### src/rtl/switch_debouncer_multi_if.sv
// Signal bundle between the board slide switches and the debouncer:
// raw levels in, accepted levels and one-clock change strobes out.
interface switch_debouncer_multi_if #(
    parameter int N_CHANNELS = 4
) ();
    logic [N_CHANNELS-1:0] i_switches_raw;
    logic [N_CHANNELS-1:0] o_switches_debounced;
    logic [N_CHANNELS-1:0] o_switches_rise;
    logic [N_CHANNELS-1:0] o_switches_fall;
    logic                  o_switches_changed;

    // master is the switch side, slave is the debouncer itself
    modport master (
        output i_switches_raw,
        input  o_switches_debounced,
        input  o_switches_rise,
        input  o_switches_fall,
        input  o_switches_changed
    );

    modport slave (
        input  i_switches_raw,
        output o_switches_debounced,
        output o_switches_rise,
        output o_switches_fall,
        output o_switches_changed
    );
endinterface

### src/rtl/switch_debouncer_multi.sv
// Per-channel two-flop synchronizer plus debounce FSM; a new switch level is
// accepted after STABLE_CYCLES consecutive differing clocks, with edge strobes.
module switch_debouncer_multi #(
    parameter int N_CHANNELS    = 4,
    parameter int STABLE_CYCLES = 20000,
    parameter int CNT_WIDTH     = 20
) (
    input  logic                    i_clk_20mhz,
    input  logic                    i_rstn_20mhz,
    switch_debouncer_multi_if.slave sw_if
);
    typedef enum logic {ST_STABLE, ST_PENDING} state_e;
    typedef logic [CNT_WIDTH-1:0] cnt_t;

    localparam cnt_t CNT_LAST = cnt_t'(STABLE_CYCLES - 1);
    localparam cnt_t CNT_ONE  = cnt_t'(1);

    logic [N_CHANNELS-1:0] sync1_q, sync2_q;
    logic [N_CHANNELS-1:0] deb_q, deb_d;
    logic [N_CHANNELS-1:0] rise_q, rise_d;
    logic [N_CHANNELS-1:0] fall_q, fall_d;
    logic                  changed_q;
    state_e                state_q [N_CHANNELS];
    state_e                state_d [N_CHANNELS];
    cnt_t                  cnt_q   [N_CHANNELS];
    cnt_t                  cnt_d   [N_CHANNELS];

    always_comb begin
        // NOTE: every _d signal gets a default before the case, so no path can infer a latch.
        deb_d   = deb_q;
        rise_d  = '0;
        fall_d  = '0;
        state_d = state_q;
        cnt_d   = cnt_q;
        for (int ch = 0; ch < N_CHANNELS; ch++) begin
            case (state_q[ch])
                ST_STABLE: begin
                    if (sync2_q[ch] != deb_q[ch]) begin
                        cnt_d[ch]   = CNT_ONE;
                        state_d[ch] = ST_PENDING;
                    end
                end
                ST_PENDING: begin
                    if (sync2_q[ch] == deb_q[ch]) begin
                        cnt_d[ch]   = '0;
                        state_d[ch] = ST_STABLE;
                    end else if (cnt_q[ch] == CNT_LAST) begin
                        // Counter is cleared on acceptance, so it never needs to wrap.
                        deb_d[ch]   = sync2_q[ch];
                        rise_d[ch]  = sync2_q[ch];
                        fall_d[ch]  = ~sync2_q[ch];
                        cnt_d[ch]   = '0;
                        state_d[ch] = ST_STABLE;
                    end else begin
                        cnt_d[ch] = cnt_q[ch] + CNT_ONE;
                    end
                end
                default: begin
                    cnt_d[ch]   = '0;
                    state_d[ch] = ST_STABLE;
                end
            endcase
        end
    end

    always_ff @(posedge i_clk_20mhz or negedge i_rstn_20mhz) begin
        if (!i_rstn_20mhz) begin
            sync1_q   <= '0;
            sync2_q   <= '0;
            deb_q     <= '0;
            rise_q    <= '0;
            fall_q    <= '0;
            changed_q <= 1'b0;
            // NOTE: the per-channel arrays are a handful of flops, not a RAM, so they take the async reset too.
            for (int ch = 0; ch < N_CHANNELS; ch++) begin
                state_q[ch] <= ST_STABLE;
                cnt_q[ch]   <= '0;
            end
        end else begin
            // NOTE: non-blocking assignments keep sync2_q one clock behind sync1_q.
            sync1_q   <= sw_if.i_switches_raw;
            sync2_q   <= sync1_q;
            deb_q     <= deb_d;
            rise_q    <= rise_d;
            fall_q    <= fall_d;
            changed_q <= |(rise_d | fall_d);
            state_q   <= state_d;
            cnt_q     <= cnt_d;
        end
    end

    assign sw_if.o_switches_debounced = deb_q;
    assign sw_if.o_switches_rise      = rise_q;
    assign sw_if.o_switches_fall      = fall_q;
    assign sw_if.o_switches_changed   = changed_q;
endmodule

### src/flat_wrapper.sv
// flat-port wrapper written by rule: the top's interface ports become plain ports
module switch_debouncer_multi_flat 
#(
    parameter int N_CHANNELS    = 4,
    parameter int STABLE_CYCLES = 20000,
    parameter int CNT_WIDTH     = 20
)
  (i_clk_20mhz, i_rstn_20mhz, sw_if_i_switches_raw, sw_if_o_switches_debounced, sw_if_o_switches_rise, sw_if_o_switches_fall, sw_if_o_switches_changed);
  switch_debouncer_multi_if #(.N_CHANNELS(N_CHANNELS)) sw_if_i ();
  input  logic i_clk_20mhz;
  input  logic i_rstn_20mhz;
  input wire logic [$bits(sw_if_i.i_switches_raw)-1:0] sw_if_i_switches_raw;
  output wire logic [$bits(sw_if_i.o_switches_debounced)-1:0] sw_if_o_switches_debounced;
  output wire logic [$bits(sw_if_i.o_switches_rise)-1:0] sw_if_o_switches_rise;
  output wire logic [$bits(sw_if_i.o_switches_fall)-1:0] sw_if_o_switches_fall;
  output wire logic [$bits(sw_if_i.o_switches_changed)-1:0] sw_if_o_switches_changed;
  assign sw_if_i.i_switches_raw = sw_if_i_switches_raw;
  assign sw_if_o_switches_debounced = sw_if_i.o_switches_debounced;
  assign sw_if_o_switches_rise = sw_if_i.o_switches_rise;
  assign sw_if_o_switches_fall = sw_if_i.o_switches_fall;
  assign sw_if_o_switches_changed = sw_if_i.o_switches_changed;
  switch_debouncer_multi #(.N_CHANNELS(N_CHANNELS), .STABLE_CYCLES(STABLE_CYCLES), .CNT_WIDTH(CNT_WIDTH)) u_core (.i_clk_20mhz(i_clk_20mhz), .i_rstn_20mhz(i_rstn_20mhz), .sw_if(sw_if_i));
endmodule
### config.mk
export PLATFORM = sky130hd
export DESIGN_NAME = switch_debouncer_multi_flat
export DESIGN_NICKNAME = d
export VERILOG_FILES = /design/src/rtl/switch_debouncer_multi_if.sv /design/src/rtl/switch_debouncer_multi.sv /design/src/flat_wrapper.sv
export SDC_FILE = /design/constraint.sdc
export NUM_CORES = 1
export LEC_CHECK = 0
export BUFFER_PORTS_ARGS = -buffer_cell sky130_fd_sc_hd__buf_2
export CAP_MARGIN = 20
export CORE_MARGIN = 2
export CORE_UTILIZATION = 55
export DETAILED_ROUTE_END_ITERATION = 16
export GPL_ROUTABILITY_DRIVEN = 0
export GPL_TIMING_DRIVEN = 0
export HOLD_SLACK_MARGIN = 0.06
export PLACE_DENSITY_LB_ADDON = 0.1
export REMOVE_ABC_BUFFERS = 1
export SYNTH_ARGS = -nofsm -noshare
export SYNTH_HDL_FRONTEND = slang
export SYNTH_SLANG_ARGS = --single-unit
### constraint.sdc
create_clock -name i_clk_20mhz -period 2.4 [get_ports i_clk_20mhz]
set_input_delay 0.36 -clock i_clk_20mhz [delete_from_list [all_inputs] [get_ports i_clk_20mhz]]
set_output_delay 0.36 -clock i_clk_20mhz [all_outputs]
set_load 0.005 [all_outputs]
Yosys cells after proc, flatten, opt, wreduce, memory -nomap -nowiden
Cells that the tools add are included.
- add/subtract/negate cells: 4
- reduce and logical (&&, ||, !) cells: 5
- equal/unequal tests: 16
- div/mod/pow operators: 0
- bitwise operators: 13
- magnitude comparators: 0
- $mul: 0
- shift operators: 0
- muxes and demuxes: 56
- operators by type and width (cell ; number):
    $mux 20 ; 12
    $pmux 20 s2 ; 4
    $add 20x1->20 const B ; 4
    $eq 20x15->1 const B ; 4
    $mux 1 ; 36
    $not 1->1 ; 12
    $reduce_and 3->1 ; 4
    $ne 2x1->1 const B ; 4
    $pmux 1 s2 ; 4
    $eq 1x1->1 ; 4
    $ne 1x1->1 ; 4
    $or 4x4->4 ; 1
    $reduce_or 4->1 ; 1
- output and inout port bits: 13
- register bits after elaboration: 105
- bits in read-only memories: 0
- bits of input ports: 6
- memories: 0
- latch bits: 0
- bits in writable memories: 0
- logic and storage cells: 111

Longest topological paths before layout
Gate-level depths: netlist (run 1).
- depth in word-level cells: 6
- gate-level depth with buffers: 8
- gate-level depth less buffers: 6

Worst setup path after synthesis (run 1)
OpenSTA, ideal clock, no wires.
- path type: register to register
- from: reg u_core.cnt_q[40] (netlist name)
- to: reg u_core.cnt_q[45] (netlist name)
- arrival: 1859 ps
- cell stages (with the launch flop): 9
- slack: 405 ps
- clock period less this slack: 1995 ps
- data required time: 2264 ps
- library setup time: 136 ps
- path buffers: 2
- cells stage by stage: dfrtp_1 ha_1 nand4_2 or4_1 o21a_1 buf_2 buf_2 a31oi_1 a31oi_1
- cells in the longest elaborated chain, start to end: 4
- elaborated cells on any way between the ends: 5
- those cells by class: add/sub: 1; eq/ne: 1; mux: 3
- RTL lines (what ; line ; text):
    from (decl) ; switch_debouncer_multi.sv:25 ; cnt_t cnt_q [N_CHANNELS];
    from (signal assigned) ; switch_debouncer_multi.sv:88 ; cnt_q <= cnt_d;
    $add 20x1->20 / $eq 20x15->1 (equally long branches) ; switch_debouncer_multi.sv:55, switch_debouncer_multi.sv:47 ;
    $mux 20 (*) ; switch_debouncer_multi.sv:47 ; end else if (cnt_q[ch] == CNT_LAST) begin
    $mux 20 (*) ; switch_debouncer_multi.sv:44 ; if (sync2_q[ch] == deb_q[ch]) begin
    $pmux 20 s2 (*) ; switch_debouncer_multi.sv:36 ; case (state_q[ch])
Mark *: on every way between the ends. The rest lies on a longest branch, timed or not.
A chain may end at the register's enable or synchronous reset.

Worst setup path in the final report (run 1)
- from: reg u_core.cnt_q[60] (netlist name)
- to: reg u_core.cnt_q[77] (netlist name)
The elaborated chain is that of the path after synthesis.

==> results.json, run 1 <==
{
  "max_freq_mhz": 444,
  "async_flop_share_pct": 100,
  "holdPathStages": 1,
  "yosysWarningCount": 0,
  "p_per_area_mw_per_mm2": 532,
  "period_needed_ns": 2.25,
  "max_stage_delay_ns": 0.54,
  "pin_count": 19,
  "grt_max_degree": 64,
  "ys_top_cells_by_area": "dfrtp_1 (49%), nand2_1 (5.3%), a31oi_1 (5.0%), nand3_1 (3.8%), o21ai_0 (2.7%)",
  "numCtsBuffers": 9,
  "cts_root_buf": "clkbuf_8",
  "setup_violations": 0,
  "clk_path_buf_depth": 2,
  "cp-start-kind": "flip-flop",
  "layout_setup_ws_ns": 0.147,
  "die_width_um": 103,
  "drive_gt1_share_pct": 10.8,
  "layout.cells.non_filler": 709,
  "post-dp-hpwl_um": 7340,
  "post_cts_buffers": 0,
  "leakagePower_nw": 2.42,
  "grt.overflow.total": 0,
  "drt_iter0_drc": 168,
  "crit_chain": "ha_1 > nand4_1 > nor4_4 > a21oi_2 > a21oi_1 > mux2i_1",
  "vias_per_cell": 6.12,
  "num_rows": 36,
  "rr_worst_depth": 6,
  "cp.required_ns": 2.67,
  "synth_top_flop_cell": "dfrtp_1",
  "yosysTopAreaCell": "dfrtp_1",
  "r2r_slack_ns": 0.15,
  "core_area_mm2": 0.00964,
  "hp-class": "input port to flip-flop",
  "skew_ns": 0.0100,
  "synth_cell_types": 61,
  "die_area_mm2": 0.0106,
  "dp.cells": 688,
  "synthToLayoutAreaGrowth_pct": 7.89,
  "grt_pass1_vias": 3961,
  "cts.reportedPaths.clkPinSlew_ns": 0.10,
  "maxCapViolations": 0,
  "cp_max_fo": 12,
  "avgSynthCellArea_um2": 9.69,
  "final_cell_mix": "dfrtp_1 (105), nand2_1 (76), a31oi_1 (43)",
  "layout_commonest_cell": "dfrtp_1",
  "ys_seq_area_share_pct": 48.9,
  "peakVddDrop_mv": 0.324,
  "synth-seq-cells": 105,
  "start_util_pct": 55.8,
  "critPathKind": "flip-flop to flip-flop",
  "hold_violations": 0,
  "io_buffers": 18,
  "crit_slowest_cell": "nor4_4",
  "cts_tree": "done",
  "clock-sinks": 105,
  "crit_family": "simple AND/OR/NAND/NOR gates",
  "rsz0062_at_grt": "true",
  "first_pass_iters": 4,
  "clock_latency_ns": 0.38,
  "worst-endpoint-arrival_ns": 2.52,
  "status": "complete, no violations",
  "ant_nets": 0,
  "wl_per_cell_um": 15.7,
  "tightest_slew_ns": 0.902,
  "nNetsFinal": 581,
  "h-tree-depth": 3,
  "die_y_um": 103,
  "syn_inst": 555,
  "grt_usage_pct": 22.6,
  "dpl_worst_slack_ns": -0.0308,
  "grt_first_pass_wirelength_um": 18900,
  "antenna_found_initial": 0,
  "routed_wl_um": 11100,
  "cp_num_cells": 6,
  "drv_slew": 0,
  "endpoint_kind": "flip-flop",
  "syn_area_mm2": 0.00538,
  "synth-edff-count": 0,
  "vias": 4340,
  "path_buf_inv": 0,
  "yosys.area.top_type_share_pct": 48.9,
  "fin_crit_sh_pct": 93.9,
  "slew-limit-headroom_pct": 39.9,
  "antenna_cells": 0,
  "drc": 0
}
[timing repair]
item,CTS,global route
gates cloned,0,1
pin swaps,0,1
setup endpoints to repair,2,11
hold buffers,2,2
resized for setup,1,5
hold endpoints to repair,43,2
[cell families (layout without fill, tap and decap cells)]
kind of cell	count (synthesis)	count (layout)	synth area share, %
adder cells (fa/ha/maj)	4	4	0.931
AO/OA/AOI/OAI	151	152	18.4
multiplexers	9	9	1.84
buffers and inverters	29	49	2.56
flip-flops	105	105	48.9
XOR/XNOR	17	17	2.77
AND/OR/NAND/NOR	240	240	24.7
[Yosys cell counts, types with 3 or more instances]
library cell / n
nor4_1: 5
inv_1: 10
ha_1: 4
a31oi_1: 43
o21ai_0: 29
nand2b_1: 6
nand4_1: 16
and3_1: 12
o31ai_1: 3
xor2_1: 9
dfrtp_1: 105
and3b_1: 3
or2_2: 5
nand3_1: 41
and4_1: 6
a22o_1: 11
nor3b_1: 7
nor3_1: 8
nand2_1: 76
o21a_1: 4
xnor2_1: 8
and2_1: 7
nor2_1: 21
a21o_1: 8
a21oi_1: 22
or3_1: 4
o21ai_1: 5
mux2i_1: 5
a41oi_1: 12
buf_2: 8
nor4b_1: 3
clkbuf_1: 8
or4_1: 5
[routing by layer]
metal / vias to the layer above / GRT usage [%] / part of all wire, %
met2: 63 / 35.7 / 48
met3: 12 / 6.58 / 4.1
met5: - / 0 / 0
met4: 0 / 4.76 / 1.1
li1: 2123 / - / -
met1: 2142 / 31.5 / 47
[state kept, by name (all words and copies together) (netlist names)]
signal,count
u_core.sw_if.o_switches_fall,4
u_core.state_q,4
u_core.sync2_q,4
u_core.sw_if.o_switches_changed,1
u_core.cnt_q,80
u_core.sync1_q,4
u_core.sw_if.o_switches_debounced,4
u_core.sw_if.o_switches_rise,4
[power by group]
group / internal (W) / switching (W) / total [W] / leakage, nW
combinational: 0.0000777 / 0.000140 / 0.000218 / 0.922
clock: 0.000375 / 0.000612 / 0.000987 / 0.0753
sequential: 0.00182 / 0.0000653 / 0.00188 / 1.43
[worst reg2reg max path, cell delays in order (launching register included)]
cell and delay (ns):
dfrtp_1 0.45, ha_1 0.25, nand4_1 0.33, nor4_4 0.54
a21oi_2 0.27, a21oi_1 0.21, mux2i_1 0.09
[worst paths after layout]
| kind | to | start |
|---|---|---|
| worst max-delay path | u_core.cnt_q[77]$_DFFE_PN0P_ | u_core.cnt_q[60]$_DFFE_PN0P_ |
| worst min-delay path | u_core.sync1_q[1]$_DFF_PN0_ | sw_if_i_switches_raw[1] |
| worst max register to register | u_core.cnt_q[77]$_DFFE_PN0P_ | u_core.cnt_q[60]$_DFFE_PN0P_ |
| worst min register to register | u_core.sync2_q[0]$_DFF_PN0_ | u_core.sync1_q[0]$_DFF_PN0_ |
| max in group asynchronous | u_core.cnt_q[39]$_DFFE_PN0P_ | i_rstn_20mhz |
| min in group asynchronous | u_core.cnt_q[46]$_DFFE_PN0P_ | i_rstn_20mhz |
[through the flow]
stage | util [%] | area, um^2 | hold slack, ns | total power [W] | setup TNS [ns]
after floorplan | - | 5280 | 0.0644 | 0.00203 | 0
after global placement | 57.4 | 5530 | 0.334 | 0.00211 | -20.72
after detailed placement | 57.7 | 5560 | 0.342 | 0.00213 | -0.0308
after CTS | 59.6 | 5750 | 0.0638 | 0.00312 | 0
after global routing | 60.2 | 5800 | 0.0740 | 0.00323 | -0.0908
final | 60.2 | 5800 | 0.0857 | 0.00308 | 0
[layout make-up]
cell class / count / area, um^2
clock buffer: 11 / 131
clock inverter: 5 / 32.5
fill: 865 / 3840
inverter: 10 / 37.5
multi-input combinational: 422 / 2650
sequential: 105 / 2630
tap: 133 / 166
timing repair buffer: 23 / 160
Power figures use the tool's default switching activity.
==> inputs of run 2 (changes only) <==
==> constraint.sdc (replaced) <==
create_clock -name i_clk_20mhz -period 2.7 [get_ports i_clk_20mhz]
set_input_delay 0.405 -clock i_clk_20mhz [delete_from_list [all_inputs] [get_ports i_clk_20mhz]]
set_output_delay 0.405 -clock i_clk_20mhz [all_outputs]
set_load 0.005 [all_outputs]
==> run 2 against run 1 <==
  * Routed wire length decreased by 1.7%
  * Register-to-register slack improved by 0.11 ns
  * Setup slack improved by 0.11 ns
  * Final area decreased by 1.1%
  * Global-route usage unchanged
  * Combinational power decreased by 14%
  * Total power decreased by 11%
  * Sequential cell count unchanged
  * Clock skew decreased by 0.0013 ns
  * Die area unchanged
  * Worst hold slack improved by 0.032 ns
  * Largest power group unchanged
  * Highest routed layer unchanged
==> results.json, run 2 (synthesis results as in run 1) <==
{
  "status": "complete, no violations",
  "multi_input_area_mm2": 0.00261,
  "cp_max_fo": 26,
  "slew-limit-headroom_pct": 39.4,
  "leakagePower_nw": 2.40,
  "seq_area_mm2": 0.00263,
  "num_rows": 36,
  "setup_violations": 0,
  "fin_hold_ws_ns": 0.118,
  "first_pass_iters": 5,
  "peakVddDrop_mv": 0.288,
  "grt_first_pass_wirelength_um": 18900,
  "io_buffers": 18,
  "rr_worst_depth": 6,
  "routed_wl_um": 10900,
  "tightest_slew_ns": 0.909,
  "cp.required_ns": 2.98,
  "layout_commonest_cell": "dfrtp_1",
  "layout_setup_ws_ns": 0.257,
  "hold_violations": 0,
  "start_util_pct": 55.8,
  "numCtsBuffers": 9,
  "drt_iter0_drc": 193,
  "ant_nets": 0,
  "core_area_mm2": 0.00964,
  "skew_ns": 0.00874,
  "fillers": 869,
  "dpl_worst_slack_ns": 0.269,
  "grt_pass1_vias": 3963,
  "finalSetupTns_ns": 0,
  "antenna_cells": 0,
  "worst-endpoint-arrival_ns": 2.72,
  "hp-class": "input port to flip-flop",
  "period_needed_ns": 2.44,
  "nNetsFinal": 577,
  "vias": 4304,
  "die_y_um": 103,
  "die_area_mm2": 0.0106,
  "antenna_found_initial": 0,
  "cts.reportedPaths.clkPinSlew_ns": 0.10,
  "cts_root_buf": "clkbuf_8",
  "drv_slew": 0,
  "pin_count": 19,
  "cp-start-kind": "flip-flop",
  "regMostFlops": "u_core.cnt_q",
  "clk_path_buf_depth": 2,
  "largest_reg_flops": 80,
  "clock_latency_ns": 0.38,
  "fin_crit_sh_pct": 90.5,
  "grt.overflow.total": 0,
  "clock-sinks": 105,
  "critPathKind": "flip-flop to flip-flop",
  "post-dp-hpwl_um": 7340,
  "vias_per_cell": 6.10,
  "cts_tree": "done",
  "drc": 0,
  "holdPathStages": 1,
  "dp.cells": 688,
  "rsz0062_at_grt": "false",
  "wl_per_cell_um": 15.5,
  "synthToLayoutAreaGrowth_pct": 6.70,
  "endpoint_kind": "flip-flop",
  "drive_gt1_share_pct": 9.79,
  "final_cell_mix": "dfrtp_1 (105), nand2_1 (76), a31oi_1 (43)",
  "grt_max_degree": 64,
  "max_freq_mhz": 409,
  "maxCapViolations": 0,
  "grt_usage_pct": 22.6,
  "p_per_area_mw_per_mm2": 476,
  "die_width_um": 103,
  "layout.cells.non_filler": 705,
  "h-tree-depth": 3
}
-- run 2: per-layer routing --
metal | vias to the layer above | part of all wire (%) | track usage, % | wire [um]
li1 | 2117 | - | - | -
met1 | 2113 | 48 | 31.5 | 5280
met2 | 62 | 47 | 35.7 | 5110
met3 | 12 | 3.9 | 6.58 | 429
met4 | 0 | 1.1 | 4.76 | 122
met5 | - | 0 | 0 | 0
-- run 2: final timing paths --
| path | from | endpoint | slack (ns) |
|---|---|---|---|
| setup / recovery | u_core.cnt_q[40]$_DFFE_PN0P_ | u_core.cnt_q[59]$_DFFE_PN0P_ | 0.26 |
| hold / removal | sw_if_i_switches_raw[0] | u_core.sync1_q[0]$_DFF_PN0_ | 0.12 |
| setup reg to reg | u_core.cnt_q[40]$_DFFE_PN0P_ | u_core.cnt_q[59]$_DFFE_PN0P_ | 0.26 |
| hold reg to reg | u_core.sync1_q[0]$_DFF_PN0_ | u_core.sync2_q[0]$_DFF_PN0_ | 0.36 |
| max in group asynchronous | i_rstn_20mhz | u_core.cnt_q[39]$_DFFE_PN0P_ | 1.46 |
| min in group asynchronous | i_rstn_20mhz | u_core.cnt_q[53]$_DFFE_PN0P_ | 0.55 |
-- run 2: final cells by class --
class | count | area share [%]
Clock buffer | 11 | 2.29
Clock inverter | 5 | 0.567
Inverter | 10 | 0.654
Multi-Input combinational cell | 421 | 45.5
Sequential cell | 105 | 45.8
Tap cell | 133 | 2.90
Timing Repair Buffer | 20 | 2.27
-- run 2: power breakdown --
group	internal (W)	total (W)	switching [W]
combinational	0.0000654	0.000188	0.000122
clock	0.000333	0.000871	0.000538
sequential	0.00161	0.00167	0.0000580
-- run 2: timing repair --
action                    CTS  global route
resized for setup           0             0
buffers inserted            0             0
hold buffers                1             0
hold endpoints to repair   42             0
-- run 2: metrics by stage --
stage	utilization [%]	power [W]	area, um^2
6_report	59.5	0.00273	5740
2_1_floorplan	-	0.00181	5280
3_3_place_gp	57.4	0.00188	5530
4_1_cts	59.5	0.00278	5740
5_1_grt	59.5	0.00287	5740
3_5_place_dp	57.7	0.00189	5560
-- run 2: worst max-delay path, cell delays in order (launching register included) --
cell	delay [ns]
dfrtp_1	0.44
ha_1	0.26
nand4_2	0.18
or4_1	0.47
o21a_1	0.50
o211a_1	0.23
a211o_1	0.26
==> inputs of run 3 (changes only) <==
--- a/config.mk
+++ b/config.mk
@@ -9,12 +9,15 @@
 export CAP_MARGIN = 20
 export CORE_MARGIN = 2
 export CORE_UTILIZATION = 55
+export CTS_BUF_LIST = sky130_fd_sc_hd__clkbuf_8
 export DETAILED_ROUTE_END_ITERATION = 16
 export GPL_ROUTABILITY_DRIVEN = 0
 export GPL_TIMING_DRIVEN = 0
 export HOLD_SLACK_MARGIN = 0.06
 export PLACE_DENSITY_LB_ADDON = 0.1
 export REMOVE_ABC_BUFFERS = 1
+export SKIP_CTS_REPAIR_TIMING = 1
+export SLEW_MARGIN = 0
 export SYNTH_ARGS = -nofsm -noshare
 export SYNTH_HDL_FRONTEND = slang
 export SYNTH_SLANG_ARGS = --single-unit
==> run 3 against run 2 <==
  * Highest routed layer unchanged
  * Total power shrank 0.12%
  * Sequential power is essentially flat
  * Utilization is the same
  * Cell count is the same
  * Sequential cell count is the same
  * Maximum frequency is essentially flat
==> results.json, run 3 (synthesis results as in run 1) <==
{
  "die_y_um": 103,
  "period_needed_ns": 2.44,
  "io_buffers": 18,
  "rr_worst_depth": 6,
  "fin_crit_sh_pct": 90.5,
  "worst-endpoint-arrival_ns": 2.72,
  "setup_violations": 0,
  "ant_nets": 0,
  "grt_pass1_vias": 3963,
  "holdPathStages": 1,
  "cp_max_fo": 26,
  "core_area_mm2": 0.00964,
  "finalSetupTns_ns": 0,
  "first_pass_iters": 5,
  "drc": 0,
  "slew-limit-headroom_pct": 38.8,
  "r2r-start": "u_core.cnt_q[40]$_DFFE_PN0P_",
  "antenna_found_initial": 0,
  "layout_commonest_cell": "dfrtp_1",
  "cts.reportedPaths.clkPinSlew_ns": 0.10,
  "whs_endpoint": "u_core.sync1_q[0]$_DFF_PN0_",
  "numCtsBuffers": 9,
  "multi_input_area_mm2": 0.00261,
  "clk_path_buf_depth": 2,
  "pin_count": 19,
  "layout.cells.non_filler": 705,
  "final_cell_mix": "dfrtp_1 (105), nand2_1 (76), a31oi_1 (43)",
  "vias": 4287,
  "leakagePower_nw": 2.41,
  "drive_gt1_share_pct": 9.79,
  "cp.required_ns": 2.98,
  "h-tree-depth": 3,
  "synthToLayoutAreaGrowth_pct": 6.70,
  "wl_per_cell_um": 15.6,
  "antenna_cells": 0,
  "cts_tree": "done",
  "hp-class": "input port to flip-flop",
  "tightest_slew_ns": 0.918,
  "fillers": 869,
  "skew_ns": 0.00989,
  "dp.cells": 688,
  "layout_setup_ws_ns": 0.257,
  "drv_slew": 0,
  "grt_usage_pct": 22.6,
  "grt_max_degree": 64,
  "status": "complete, no violations",
  "post-dp-hpwl_um": 7340,
  "num_rows": 36,
  "dpl_worst_slack_ns": 0.269,
  "start_util_pct": 55.8,
  "die_area_mm2": 0.0106,
  "cp-start-kind": "flip-flop",
  "reg2reg_to": "u_core.cnt_q[59]$_DFFE_PN0P_",
  "r2r_slack_ns": 0.26,
  "routed_wl_um": 11000,
  "die_width_um": 103,
  "rsz0062_at_grt": "false",
  "largest_reg_flops": 80,
  "clock_latency_ns": 0.38,
  "drt_iter0_drc": 197,
  "grt.overflow.total": 0,
  "peakVddDrop_mv": 0.287,
  "grt_first_pass_wirelength_um": 18900,
  "nNetsFinal": 577,
  "seq_area_mm2": 0.00263,
  "hold_violations": 0,
  "cts_root_buf": "clkbuf_8",
  "clock-sinks": 105,
  "max_freq_mhz": 409,
  "endpoint_kind": "flip-flop",
  "vias_per_cell": 6.08,
  "hp-start": "sw_if_i_switches_raw[0]",
  "maxCapViolations": 0,
  "critPathKind": "flip-flop to flip-flop",
  "regMostFlops": "u_core.cnt_q",
  "p_per_area_mw_per_mm2": 475
}
[run 3: cell count changes in the layout (fill, tap and decap cells not counted), sizes merged]
cell / previous run / this run
clkbuf: 11 / 9
inv: 10 / 12
[run 3: layout make-up]
| type | count | share of cell area, % |
|---|---|---|
| Tap cell | 133 | 2.90 |
| Clock buffer | 9 | 2.16 |
| Multi-Input combinational cell | 421 | 45.5 |
| Inverter | 10 | 0.654 |
| Sequential cell | 105 | 45.8 |
| Timing Repair Buffer | 20 | 2.27 |
| Clock inverter | 7 | 0.698 |
[run 3: through the flow]
step | total power (W) | cell area (um^2) | util, % | hold WS (ns)
floorplan | 0.00181 | 5280 | - | 0.109
detailed placement | 0.00189 | 5560 | 57.7 | 0.342
global placement | 0.00188 | 5530 | 57.4 | 0.334
finish | 0.00273 | 5740 | 59.5 | 0.117
CTS | 0.00277 | 5730 | 59.4 | 0.0194
global route | 0.00286 | 5740 | 59.5 | 0.101
[run 3: critical path: stages (launching register included)]
cell and delay, ns:
dfrtp_1 0.44, ha_1 0.26, nand4_2 0.18, or4_1 0.47, o21a_1 0.50, o211a_1 0.23
a211o_1 0.26
[run 3: where the power goes]
group | total [W] | switching, W | internal (W)
Clock | 0.000868 | 0.000542 | 0.000325
Combinational | 0.000188 | 0.000123 | 0.0000653
Sequential | 0.00167 | 0.0000579 | 0.00161
[run 3: worst max-delay path by stage]
stage	startpoint	endpoint	slack (ns)	depth (start not counted)
2_1_floorplan	u_core.cnt_q[40]$_DFFE_PN0P_	u_core.cnt_q[59]$_DFFE_PN0P_	0.56	6
3_3_place_gp	i_rstn_20mhz	u_core.cnt_q[38]$_DFFE_PN0P_	0.05	1
3_5_place_dp	u_core.cnt_q[40]$_DFFE_PN0P_	u_core.cnt_q[59]$_DFFE_PN0P_	0.27	6
4_1_cts	u_core.cnt_q[40]$_DFFE_PN0P_	u_core.cnt_q[59]$_DFFE_PN0P_	0.25	6
5_1_grt	u_core.cnt_q[40]$_DFFE_PN0P_	u_core.cnt_q[59]$_DFFE_PN0P_	0.03	6
6_report	u_core.cnt_q[40]$_DFFE_PN0P_	u_core.cnt_q[59]$_DFFE_PN0P_	0.26	6
[run 3: per-layer routing]
metal | vias up | part of all wire [%] | GRT usage, %
met5 | - | 0 | 0
met4 | 0 | 0.94 | 4.76
met1 | 2105 | 48 | 31.5
met2 | 60 | 47 | 35.7
li1 | 2113 | - | -
met3 | 9 | 3.8 | 6.58
